File: src/rtl/alu_nibble_sequencer_if.sv
// Request/result handshake bundle between a requester and alu_nibble_sequencer.
// The master drives operands and result acceptance; the slave (sequencer) answers.
interface alu_nibble_sequencer_if #(
  parameter int unsigned WIDTH = 16
);
  logic             req_valid;
  logic             req_ready;
  logic [WIDTH-1:0] op_a;
  logic [WIDTH-1:0] op_b;
  logic [3:0]       op_s;
  logic             op_m;
  logic             op_cn;
  logic             res_valid;
  logic             res_ready;
  logic [WIDTH-1:0] res_f;
  logic             res_cout;
  logic             res_equal;

  modport master (
    output req_valid, op_a, op_b, op_s, op_m, op_cn, res_ready,
    input  req_ready, res_valid, res_f, res_cout, res_equal
  );

  modport slave (
    input  req_valid, op_a, op_b, op_s, op_m, op_cn, res_ready,
    output req_ready, res_valid, res_f, res_cout, res_equal
  );
endinterface

File: src/rtl/alu_nibble_sequencer.sv
// Runs one WIDTH-bit 74181 operation as WIDTH/4 nibble steps through a single shared slice,
// LSB nibble first, feeding each step's cn4 back as the next step's cn.
module alu_nibble_sequencer #(
  parameter int unsigned WIDTH = 16
) (
  input  logic                         clk,
  input  logic                         rst,
  input  logic                         ena_i,
  alu_nibble_sequencer_if.slave        bus_io,
  output logic [3:0]                   alu_a_o,
  output logic [3:0]                   alu_b_o,
  output logic [3:0]                   alu_s_o,
  output logic                         alu_m_o,
  output logic                         alu_cn_o,
  input  logic [3:0]                   alu_f_i,
  input  logic                         alu_cn4_i,
  input  logic                         alu_equal_i,
  output logic                         busy_o
);

  localparam int unsigned Nibbles = WIDTH / 4;
  localparam int unsigned CntW    = (Nibbles > 1) ? $clog2(Nibbles) : 1;
  localparam logic [CntW-1:0] LastCnt = CntW'(Nibbles - 1);

  typedef enum logic [1:0] {StIdle, StRun, StDone} state_e;

  state_e           state_q, state_d;
  logic [CntW-1:0]  cnt_q, cnt_d;
  logic [WIDTH-1:0] a_q, a_d;
  logic [WIDTH-1:0] b_q, b_d;
  logic [WIDTH-1:0] res_q, res_d;
  logic [3:0]       s_q, s_d;
  logic             m_q, m_d;
  logic             carry_q, carry_d;
  logic             eq_q, eq_d;
  logic             accept;

  assign bus_io.req_ready = ena_i && (state_q == StIdle);
  assign bus_io.res_valid = (state_q == StDone);
  assign accept           = bus_io.req_ready && bus_io.req_valid;

  // Slice inputs always mirror the registers so they are defined in every state.
  assign alu_a_o  = a_q[3:0];
  assign alu_b_o  = b_q[3:0];
  assign alu_s_o  = s_q;
  assign alu_m_o  = m_q;
  assign alu_cn_o = carry_q;

  assign bus_io.res_f     = res_q;
  assign bus_io.res_cout  = carry_q;
  assign bus_io.res_equal = eq_q;
  assign busy_o           = (state_q != StIdle);

  always_comb begin
    state_d = state_q;
    cnt_d   = cnt_q;
    a_d     = a_q;
    b_d     = b_q;
    res_d   = res_q;
    s_d     = s_q;
    m_d     = m_q;
    carry_d = carry_q;
    eq_d    = eq_q;

    if (ena_i) begin
      case (state_q)
        StIdle: begin
          if (accept) begin
            a_d     = bus_io.op_a;
            b_d     = bus_io.op_b;
            s_d     = bus_io.op_s;
            m_d     = bus_io.op_m;
            carry_d = bus_io.op_cn;
            eq_d    = 1'b1;
            cnt_d   = '0;
            state_d = StRun;
          end
        end
        StRun: begin
          res_d   = {alu_f_i, res_q[WIDTH-1:4]};
          carry_d = alu_cn4_i;
          eq_d    = eq_q & alu_equal_i;
          a_d     = {4'b0000, a_q[WIDTH-1:4]};
          b_d     = {4'b0000, b_q[WIDTH-1:4]};
          cnt_d   = cnt_q + CntW'(1);
          if (cnt_q == LastCnt) begin
            state_d = StDone;
          end
        end
        StDone: begin
          if (bus_io.res_ready) begin
            state_d = StIdle;
          end
        end
        default: state_d = StIdle;
      endcase
    end
  end

  always_ff @(posedge clk or posedge rst) begin
    if (rst) begin
      state_q <= StIdle;
      cnt_q   <= '0;
      a_q     <= '0;
      b_q     <= '0;
      res_q   <= '0;
      s_q     <= '0;
      m_q     <= 1'b0;
      carry_q <= 1'b0;
      eq_q    <= 1'b0;
    end else begin
      state_q <= state_d;
      cnt_q   <= cnt_d;
      a_q     <= a_d;
      b_q     <= b_d;
      res_q   <= res_d;
      s_q     <= s_d;
      m_q     <= m_d;
      carry_q <= carry_d;
      eq_q    <= eq_d;
    end
  end

endmodule
File: src/flat_wrapper.sv
// flat-port wrapper written by rule: the top's interface ports become plain ports
module alu_nibble_sequencer_flat 
#(
  parameter int unsigned WIDTH = 16
)
  (clk, rst, ena_i, alu_a_o, alu_b_o, alu_s_o, alu_m_o, alu_cn_o, alu_f_i, alu_cn4_i, alu_equal_i, busy_o, bus_io_req_valid, bus_io_op_a, bus_io_op_b, bus_io_op_s, bus_io_op_m, bus_io_op_cn, bus_io_res_ready, bus_io_req_ready, bus_io_res_valid, bus_io_res_f, bus_io_res_cout, bus_io_res_equal);
  alu_nibble_sequencer_if #(.WIDTH(WIDTH)) bus_io_i ();
  input  logic clk;
  input  logic rst;
  input  logic ena_i;
  output logic [3:0] alu_a_o;
  output logic [3:0] alu_b_o;
  output logic [3:0] alu_s_o;
  output logic alu_m_o;
  output logic alu_cn_o;
  input  logic [3:0] alu_f_i;
  input  logic alu_cn4_i;
  input  logic alu_equal_i;
  output logic busy_o;
  input wire logic [$bits(bus_io_i.req_valid)-1:0] bus_io_req_valid;
  input wire logic [$bits(bus_io_i.op_a)-1:0] bus_io_op_a;
  input wire logic [$bits(bus_io_i.op_b)-1:0] bus_io_op_b;
  input wire logic [$bits(bus_io_i.op_s)-1:0] bus_io_op_s;
  input wire logic [$bits(bus_io_i.op_m)-1:0] bus_io_op_m;
  input wire logic [$bits(bus_io_i.op_cn)-1:0] bus_io_op_cn;
  input wire logic [$bits(bus_io_i.res_ready)-1:0] bus_io_res_ready;
  output wire logic [$bits(bus_io_i.req_ready)-1:0] bus_io_req_ready;
  output wire logic [$bits(bus_io_i.res_valid)-1:0] bus_io_res_valid;
  output wire logic [$bits(bus_io_i.res_f)-1:0] bus_io_res_f;
  output wire logic [$bits(bus_io_i.res_cout)-1:0] bus_io_res_cout;
  output wire logic [$bits(bus_io_i.res_equal)-1:0] bus_io_res_equal;
  assign bus_io_i.req_valid = bus_io_req_valid;
  assign bus_io_i.op_a = bus_io_op_a;
  assign bus_io_i.op_b = bus_io_op_b;
  assign bus_io_i.op_s = bus_io_op_s;
  assign bus_io_i.op_m = bus_io_op_m;
  assign bus_io_i.op_cn = bus_io_op_cn;
  assign bus_io_i.res_ready = bus_io_res_ready;
  assign bus_io_req_ready = bus_io_i.req_ready;
  assign bus_io_res_valid = bus_io_i.res_valid;
  assign bus_io_res_f = bus_io_i.res_f;
  assign bus_io_res_cout = bus_io_i.res_cout;
  assign bus_io_res_equal = bus_io_i.res_equal;
  alu_nibble_sequencer #(.WIDTH(WIDTH)) u_core (.clk(clk), .rst(rst), .ena_i(ena_i), .bus_io(bus_io_i), .alu_a_o(alu_a_o), .alu_b_o(alu_b_o), .alu_s_o(alu_s_o), .alu_m_o(alu_m_o), .alu_cn_o(alu_cn_o), .alu_f_i(alu_f_i), .alu_cn4_i(alu_cn4_i), .alu_equal_i(alu_equal_i), .busy_o(busy_o));
endmodule
File: config.mk
export PLATFORM = sky130hd
export DESIGN_NAME = alu_nibble_sequencer_flat
export DESIGN_NICKNAME = d
export VERILOG_FILES = /design/src/rtl/alu_nibble_sequencer_if.sv /design/src/rtl/alu_nibble_sequencer.sv /design/src/flat_wrapper.sv
export SDC_FILE = /design/constraint.sdc
export NUM_CORES = 1
export LEC_CHECK = 0
export ABC_AREA = 1
export CAP_MARGIN = 30
export CORE_UTILIZATION = 28
export CTS_BUF_LIST = sky130_fd_sc_hd__clkbuf_4 sky130_fd_sc_hd__clkbuf_8
export DETAILED_ROUTE_END_ITERATION = 7
export SYNTH_ARGS = -nofsm -noshare
export SYNTH_HDL_FRONTEND = slang
export SYNTH_SLANG_ARGS = --single-unit
File: constraint.sdc
create_clock -name clk -period 2.5 [get_ports clk]
set_clock_uncertainty 0.05 [all_clocks]
set_input_delay 0.375 -clock clk [delete_from_list [all_inputs] [get_ports clk]]
set_output_delay 0.375 -clock clk [all_outputs]
set_load 0.005 [all_outputs]
==> results of run 1 <==
## logic make-up after synthesis
kind of cell / count (synthesis) / share of synthesized area [%]
simple gates: 217 / 31.6
fa+ha+maj: 1 / 0.447
flops: 59 / 52.8
buf+inv: 44 / 10.2
compound gates: 27 / 4.97
## per-layer routing
layer  track usage, %  up-vias  wire [um]
met5                0        -          0
met4             3.96        0         55
met3             3.90        6        307
met2             20.8       56       2760
met1             18.4     1050       3280
li1                 -     1215          -
## metrics by stage
stage	setup WS [ns]	power, W	hold slack, ns	cells
after global routing	0.294	0.00458	0.431	562
after CTS	0.353	0.00429	0.380	562
after detailed placement	0.413	0.00327	0.408	546
after floorplan	0.619	0.00267	0.392	348
after global placement	0.423	0.00324	0.403	546
final	0.382	0.00421	0.375	562
## worst register-to-register path, stage by stage, from the launching register on
cell,delay [ns]
dfrtp_1,0.47
inv_2,0.15
nand2_4,0.27
nor2_8,0.34
inv_4,0.15
nand2_1,0.08
o21ai_0,0.07
## flip-flops by register name (all words and copies together), names as in the netlist
name,flops
u_core.bus_io.res_f,16
u_core.alu_cn_o,1
u_core.cnt_q,2
u_core.alu_s_o,4
u_core.bus_io.res_equal,1
u_core.a_q,16
u_core.b_q,16
u_core.state_q,2
u_core.alu_m_o,1
## power by group
part	switching (W)	internal, W
sequential	0.000234	0.00136
combinational	0.000844	0.000786
clock	0.000415	0.000568
total	0.00149	0.00271
## layout make-up
cell class                 instances  share of cell area (%)
clock buffer                       9                    3.21
sequential                        59                    38.2
timing repair buffer              87                    22.6
clock inverter                     7                    2.56
tap                              133                    4.31
multi-input combinational        245                    26.8
inverter                          22                    2.27
## path summary, 6_finish.rpt
kind | startpoint | to | slack, ns
min in group clk | u_core.b_q[0] | u_core.b_q[0] | 0.42
max in group asynchronous | rst | u_core.bus_io.res_f[1] | 1.76
max | u_core.state_q[1] | bus_io_req_ready | 0.38
min reg2reg | u_core.b_q[0] | u_core.b_q[0] | 0.42
min | rst | u_core.b_q[1] | 0.38
max reg2reg | u_core.state_q[1] | u_core.bus_io.res_f[3] | 0.82
## cell usage in the layout, fill, tap and decap left out, types with 2 or more instances in the layout
cell type        instances
nand2_1                192
clkdlybuf4s50_1         83
dfrtp_1                 59
inv_1                   18
o21ai_0                 18
nand3_1                 14
clkbuf_8                 9
o21ai_1                  8
nand2_2                  3
buf_4                    3
inv_2                    2
nor2_1                   2
inv_4                    2
nor2_4                   2
inv_6                    2
bufinv_16                2
==> results.toml, run 1 <==
[drt]
dr.pass1.iters = 4
drtAntennaViolNets = 0
vias = 2327
drcViolationCount = 0
vias_per_cell = 4.14
wl_per_cell_um = 11.4
drt_iter0_drc = 74
totalWireLength_mm = 6.40

[global_route]
antenna_found_initial = 0
grtUsageTotal_pct = 13.5
grt_max_degree = 60
grt_pass1_vias = 2247
grt_overflow_total = 0
grt_pass1_wl_mm = 10.7

[synthesis]
synth_seq_cells = 59
ys_top_cells_by_count = "192 x nand2_1, 59 x dfrtp_1, 19 x inv_1, 18 x o21ai_0, 14 x nand3_1"
synth_warnings = 0
synth_top_area_cell = "dfrtp_1"
synth_edf_count = 0
synth_cell_type_count = 20
yosysSeqAreaShare_pct = 52.8
synth.most_common_cell = "nand2_1"
syn_nets = 398
synth_area_leaders = "dfrtp_1 53%, nand2_1 26%, buf_6 3.6%"
synthFlopType = "dfrtp_1"
yosysTopAreaCellShare_pct = 52.8
syn_inst = 348
avgSynthCellArea_sq_um = 8.04
ys_async_sr_fraction_pct = 100
syn_area_sq_um = 2800

[pwr]
irDropWorstVdd_mv = 0.686
power_density_nw_per_um2 = 1090
p_leak_nw = 1.92

[status]
outcome = "completed"

[timing]
setup_tns_ns = 0
finalSetupViolations = 0
period_minus_slack_ns = 2.12
fin_crit_sh_pct = 84.7
timing.slew.headroom_pct = 62.3
rsz0062_at_grt = "no"
final_hold_viol_count = 0
fmaxAchievable_mhz = 472
drv_slew = 0
worstMarginPinSlew_ns = 0.563

[cts]
cts_buffer_depth = 2
cts_root_buf = "clkbuf_8"
clk_pin_slew_ns = 0.07
clk_latency_ns = 0.33
h-tree-depth = 3
clock-sinks = 59
cts_tree = "yes"
numCtsBuffers = 9
ctsResizeCount = 0
post-cts-setup-buffer-count = 0
ctsHoldBuffers = 0

[flow_run]
max-cap-violations = 0

[setup_path]
worstSetupPathType = "register to primary output"
path_cells = "nor2_2, inv_1, nor2_4, clkdlybuf4s50_1"
cp-start-kind = "register"
critPathMaxFanout = 5
critPathTopFamily = "buffers and inverters"
crit_arrival_ns = 1.69
endpoint_kind = "primary output"
slowest_stage = "clkdlybuf4s50_1"
cp_slowest_stage_delay_ns = 0.50
cp_data_required_time_ns = 2.08
crit_cells = 4
worst-path-buf-inv = 2
rr_worst_depth = 6

[layout]
diodes = 0
drive_gt1_share_pct = 7.69
final_nets = 474
fin_area_sq_um = 3860
syn_to_final_growth_pct = 38.1
multi_input_area_sq_um = 1040
register_area_sq_um = 1480
fillCellCount = 1027
final_core_util_pct = 39.7

[placement]
post-dp-hpwl_mm = 4.08
io_buffers = 83
place.gp.congestion = 0.717
placed_area_sq_um = 3640

[min_path]
worstHoldPathType = "input port to async pin"

[floorplan]
die_area_sq_um = 10400
core_area_sq_um = 9730
fp.dieW_um = 102
rows = 36
dieHeight_um = 102
pin_count = 84
start_util_pct = 28.7
Note: power is estimated with default switching activity, not from simulation.
==> inputs of run 2 (changes only) <==
==> constraint.sdc (replaced) <==
create_clock -name clk -period 2 [get_ports clk]
set_clock_uncertainty 0.05 [all_clocks]
set_input_delay 0.3 -clock clk [delete_from_list [all_inputs] [get_ports clk]]
set_output_delay 0.3 -clock clk [all_outputs]
set_load 0.005 [all_outputs]
==> run 2 against run 1 <==
Compared with the run above:
- critical path depth fell by 1
- sequential share of layout area fell by 0.86 points
- critical endpoint is now bus_io_res_valid
- final cell count rose by 1.8%
- via count rose by 1.7%
- worst setup slack got worse by 0.29 ns
==> results.toml, run 2 (synthesized netlist as in run 1, its figures left out) <==
[global_route]
grt_pass1_vias = 2277
antenna_found_initial = 0
grt_max_degree = 60
grtUsageTotal_pct = 13.7
grt_overflow_total = 0
grt_pass1_wl_mm = 10.8

[drt]
drt_iter0_drc = 90
vias_per_cell = 4.14
wl_per_cell_um = 11.4
drtAntennaViolNets = 0
totalWireLength_mm = 6.53
vias = 2367
drcViolationCount = 0
dr.pass1.iters = 4

[layout]
mostFrequentLayoutCells = "192 x nand2_1, 82 x clkdlybuf4s50_1, 57 x dfrtp_1, 18 x inv_1, 18 x o21ai_0"
syn_to_final_growth_pct = 41.5
fillCellCount = 1049
fin_cells = 572
final_common_cell = "nand2_1"
multi_input_area_sq_um = 1040
drive_gt1_share_pct = 10.3
final_nets = 484
diodes = 0
register_area_sq_um = 1480

[cts]
cts_root_buf = "clkbuf_8"
clk_latency_ns = 0.33
clk_pin_slew_ns = 0.07
h-tree-depth = 3
cts_buffer_depth = 2
clock-sinks = 59
cts_tree = "yes"
numCtsBuffers = 9

[flow_run]
max-cap-violations = 0

[setup_path]
rr_worst_depth = 8
critPathMaxFanout = 5
slowest_stage = "clkdlybuf4s50_1"
worstSetupPathType = "register to primary output"
endpoint_kind = "primary output"
cp_slowest_stage_delay_ns = 0.52
cp_data_required_time_ns = 1.65
crit_arrival_ns = 1.56
path_cells = "buf_4, nor2_1, clkdlybuf4s50_1"
cp-start-kind = "register"

[timing]
finalSetupViolations = 0
timing.slew.headroom_pct = 76.6
holdWs_ns = 0.272
setup_tns_ns = 0
final_hold_viol_count = 0
fin_crit_sh_pct = 95.3
drv_slew = 0
period_minus_slack_ns = 1.91
fmaxAchievable_mhz = 525
rsz0062_at_grt = "no"
worstMarginPinSlew_ns = 0.351

[min_path]
worstHoldPathType = "input port to async pin"

[status]
outcome = "completed"

[pwr]
p_switching_w = 0.00188
p_leak_nw = 1.98
p_clk_share_pct = 22.8
p_int_w = 0.00351
irDropWorstVdd_mv = 0.541
sequentialPowerShare_pct = 36.9
power_density_nw_per_um2 = 1360
comb_power_share_pct = 40.2
swShare_pct = 34.9

[placement]
dp_cells = 550
post-dp-hpwl_mm = 4.25
io_buffers = 83
place.gp.congestion = 0.743

[floorplan]
rows = 36
start_util_pct = 28.7
die_area_sq_um = 10400
pin_count = 84
fp.dieW_um = 102
core_area_sq_um = 9730
dieHeight_um = 102
## run 2: metal layers
layer	GRT usage, %	share of wire (%)	up-vias
met5	0	0	-
met4	5.49	1.3	0
met1	18.0	48	1074
li1	-	-	1230
met3	4.31	4.9	8
met2	21.1	46	55
## run 2: through the flow
stage          utilization, %  worst slack (ns)  instance area [sq um]  power, W
5_1_grt                  40.7            0.0260                   3960   0.00589
2_1_floorplan               -             0.194                   2800   0.00333
4_1_cts                  40.3           0.00397                   3920   0.00543
6_report                 40.7            0.0947                   3960   0.00539
3_3_place_gp             37.8             0.165                   3680   0.00408
3_5_place_dp             37.8             0.155                   3680   0.00414
## run 2: path summary, 6_finish.rpt
path / slack, ns / to / startpoint
min: 0.27 / u_core.b_q[2] / rst
max in group asynchronous: 1.31 / u_core.state_q[0] / rst
min in group clk: 0.42 / u_core.a_q[2] / u_core.a_q[2]
min reg2reg: 0.42 / u_core.a_q[2] / u_core.a_q[2]
max reg2reg: 0.48 / u_core.b_q[10] / u_core.state_q[1]
max: 0.09 / bus_io_res_valid / u_core.state_q[0]
## run 2: repair_timing
item	CTS	global route
cloned	0	0
buffers inserted	1	5
endpoints found under the setup margin	1	1
pin swaps	0	1
hold buffers	0	0
resized for setup	3	1
## run 2: cell type report
| class | count | share of cell area (%) |
|---|---|---|
| flip-flops and latches | 59 | 37.4 |
| multi-input cells | 245 | 26.3 |
| repair buffers | 97 | 24.3 |
| well taps | 133 | 4.20 |
| clock buffers | 10 | 3.32 |
| clock inverters | 6 | 2.24 |
| inverters | 22 | 2.21 |
## run 2: worst max-delay path, delay by kind of cell (launching register included)
family / cells / cell delay, ns
AND/OR/NAND/NOR: 1 / 0.11
buffers and inverters: 2 / 0.67
flip-flops: 1 / 0.45
## run 2: power groups by stage
| stage | combinational, W | clock, W | sequential, W |
|---|---|---|---|
| 6_report | 0.00217 | 0.00123 | 0.00199 |
| 3_3_place_gp | 0.00208 | 0 | 0.00200 |
| 3_5_place_dp | 0.00211 | 0 | 0.00202 |
| 5_1_grt | 0.00250 | 0.00133 | 0.00206 |
| 2_1_floorplan | 0.00135 | 0 | 0.00198 |
| 4_1_cts | 0.00215 | 0.00127 | 0.00201 |
==> inputs of run 3 (changes only) <==
--- a/config.mk
+++ b/config.mk
@@ -8,7 +8,6 @@
 export ABC_AREA = 1
 export CAP_MARGIN = 30
 export CORE_UTILIZATION = 28
-export CTS_BUF_LIST = sky130_fd_sc_hd__clkbuf_4 sky130_fd_sc_hd__clkbuf_8
 export DETAILED_ROUTE_END_ITERATION = 7
 export SYNTH_ARGS = -nofsm -noshare
 export SYNTH_HDL_FRONTEND = slang
==> run 3 against run 2 <==
Compared with the run above:
- sequential power about the same
- sequential share of layout area about the same
- combinational power about the same
- worst setup slack about the same
- register-to-register slack about the same
- critical path type unchanged
- largest cell class unchanged
==> results.toml, run 3 (synthesized netlist as in run 1, its figures left out) <==
[setup_path]
cp-start-kind = "register"
path_cells = "buf_4, nor2_1, clkdlybuf4s50_1"
rr_endpoint = "u_core.b_q[10]"
ff2ff_setup_slack_ns = 0.48
cp_data_required_time_ns = 1.65
slowest_stage = "clkdlybuf4s50_1"
cp_slowest_stage_delay_ns = 0.52
crit_arrival_ns = 1.56
endpoint_kind = "primary output"
rr_worst_depth = 8
worstReg2RegStart = "u_core.state_q[1]"
worstSetupPathType = "register to primary output"
critPathMaxFanout = 5

[timing]
final_hold_viol_count = 0
rsz0062_at_grt = "no"
fin_crit_sh_pct = 95.3
drv_slew = 0
finalSetupViolations = 0
worstMarginPinSlew_ns = 0.350
period_minus_slack_ns = 1.91
setup_tns_ns = 0
fmaxAchievable_mhz = 525
timing.slew.headroom_pct = 76.6

[placement]
post-dp-hpwl_mm = 4.25
io_buffers = 83
place.gp.congestion = 0.743
dp_cells = 550

[floorplan]
core_area_sq_um = 9730
fp.dieW_um = 102
dieHeight_um = 102
rows = 36
pin_count = 84
start_util_pct = 28.7
die_area_sq_um = 10400

[pwr]
power_density_nw_per_um2 = 1360
sequentialPowerShare_pct = 37.0
p_total_w = 0.00538
p_switching_w = 0.00188
p_leak_nw = 1.98
p_clk_share_pct = 22.6
swShare_pct = 35.0
comb_power_share_pct = 40.3
p_int_w = 0.00350
irDropWorstVdd_mv = 0.540

[global_route]
grt_max_degree = 60
antenna_found_initial = 0
grt_pass1_vias = 2271
grt_overflow_total = 0
grt_pass1_wl_mm = 10.8
grtUsageTotal_pct = 13.7

[layout]
diodes = 0
syn_to_final_growth_pct = 41.4
drive_gt1_share_pct = 10.0
fin_cells = 572
fillCellCount = 1050
register_area_sq_um = 1480
multi_input_area_sq_um = 1040
final_common_cell = "nand2_1"
mostFrequentLayoutCells = "192 x nand2_1, 82 x clkdlybuf4s50_1, 57 x dfrtp_1, 18 x inv_1, 18 x o21ai_0"
final_nets = 484

[drt]
vias_per_cell = 4.14
totalWireLength_mm = 6.53
dr_wl_met2_mm = 3.00
wl_met3_um = 322
vias = 2370
wl_met1_mm = 3.12
wl_per_cell_um = 11.4
drcViolationCount = 0
drt_iter0_drc = 90
drtAntennaViolNets = 0
dr.pass1.iters = 4
route.top_layer_used = "met4"

[cts]
h-tree-depth = 3
cts_tree = "yes"
cts_root_buf = "clkbuf_8"
ctsHoldBuffers = 0
clk_latency_ns = 0.33
clk_pin_slew_ns = 0.07
cts_buffer_depth = 2
clock-sinks = 59
numCtsBuffers = 9

[status]
outcome = "completed"

[flow_run]
max-cap-violations = 0

[min_path]
worstHoldPathType = "input port to async pin"
[run 3: metal layers]
metal / vias up / global-route usage, %
li1: 1230 / -
met1: 1077 / 18.0
met2: 55 / 21.0
met3: 8 / 4.31
met4: 0 / 5.49
met5: - / 0
[run 3: what timing repair did]
action | 4_1_cts | 5_1_grt
endpoints found under the setup margin | 1 | 1
gates resized for setup | 3 | 1
pin swaps | 0 | 1
endpoints found under the hold margin | 0 | 0
buffers inserted | 1 | 5
[run 3: worst max-delay path: cells and delay by family (launching register included)]
family	cells	cell delay [ns]
buffers and inverters	2	0.67
DFF	1	0.45
and+or+nand+nor	1	0.11
[run 3: final cells by class]
cell class | instances | area share, %
Clock buffer | 10 | 3.23
Clock inverter | 6 | 2.25
Inverter | 22 | 2.22
Multi-Input combinational cell | 245 | 26.3
Sequential cell | 59 | 37.4
Tap cell | 133 | 4.21
Timing Repair Buffer | 97 | 24.4
[run 3: metrics by stage]
stage | instance area, sq um | worst slack, ns | hold slack, ns | util [%]
3_3_place_gp | 3680 | 0.165 | 0.403 | 37.8
5_1_grt | 3950 | 0.0260 | 0.322 | 40.6
3_5_place_dp | 3680 | 0.155 | 0.407 | 37.8
6_report | 3950 | 0.0948 | 0.272 | 40.6
2_1_floorplan | 2800 | 0.194 | 0.367 | -
4_1_cts | 3910 | 0.00397 | 0.302 | 40.2
[run 3: power by group through the flow]
stage	Combinational, W	Sequential (W)	Clock (W)
2_1_floorplan	0.00135	0.00198	0
3_3_place_gp	0.00208	0.00200	0
3_5_place_dp	0.00211	0.00202	0
4_1_cts	0.00215	0.00201	0.00126
5_1_grt	0.00250	0.00206	0.00132
6_report	0.00217	0.00199	0.00122
[run 3: worst max-delay path by stage]
stage | start | end | slack [ns] | depth (start not counted)
after CTS | u_core.state_q[0] | bus_io_req_ready | 0.004 | 4
final | u_core.state_q[0] | bus_io_res_valid | 0.09 | 3
after detailed placement | ena_i | bus_io_req_ready | 0.15 | 4
after global routing | u_core.state_q[0] | bus_io_res_valid | 0.03 | 3
after global placement | ena_i | bus_io_req_ready | 0.16 | 4
after floorplan | rst | u_core.a_q[0] | 0.19 | 1
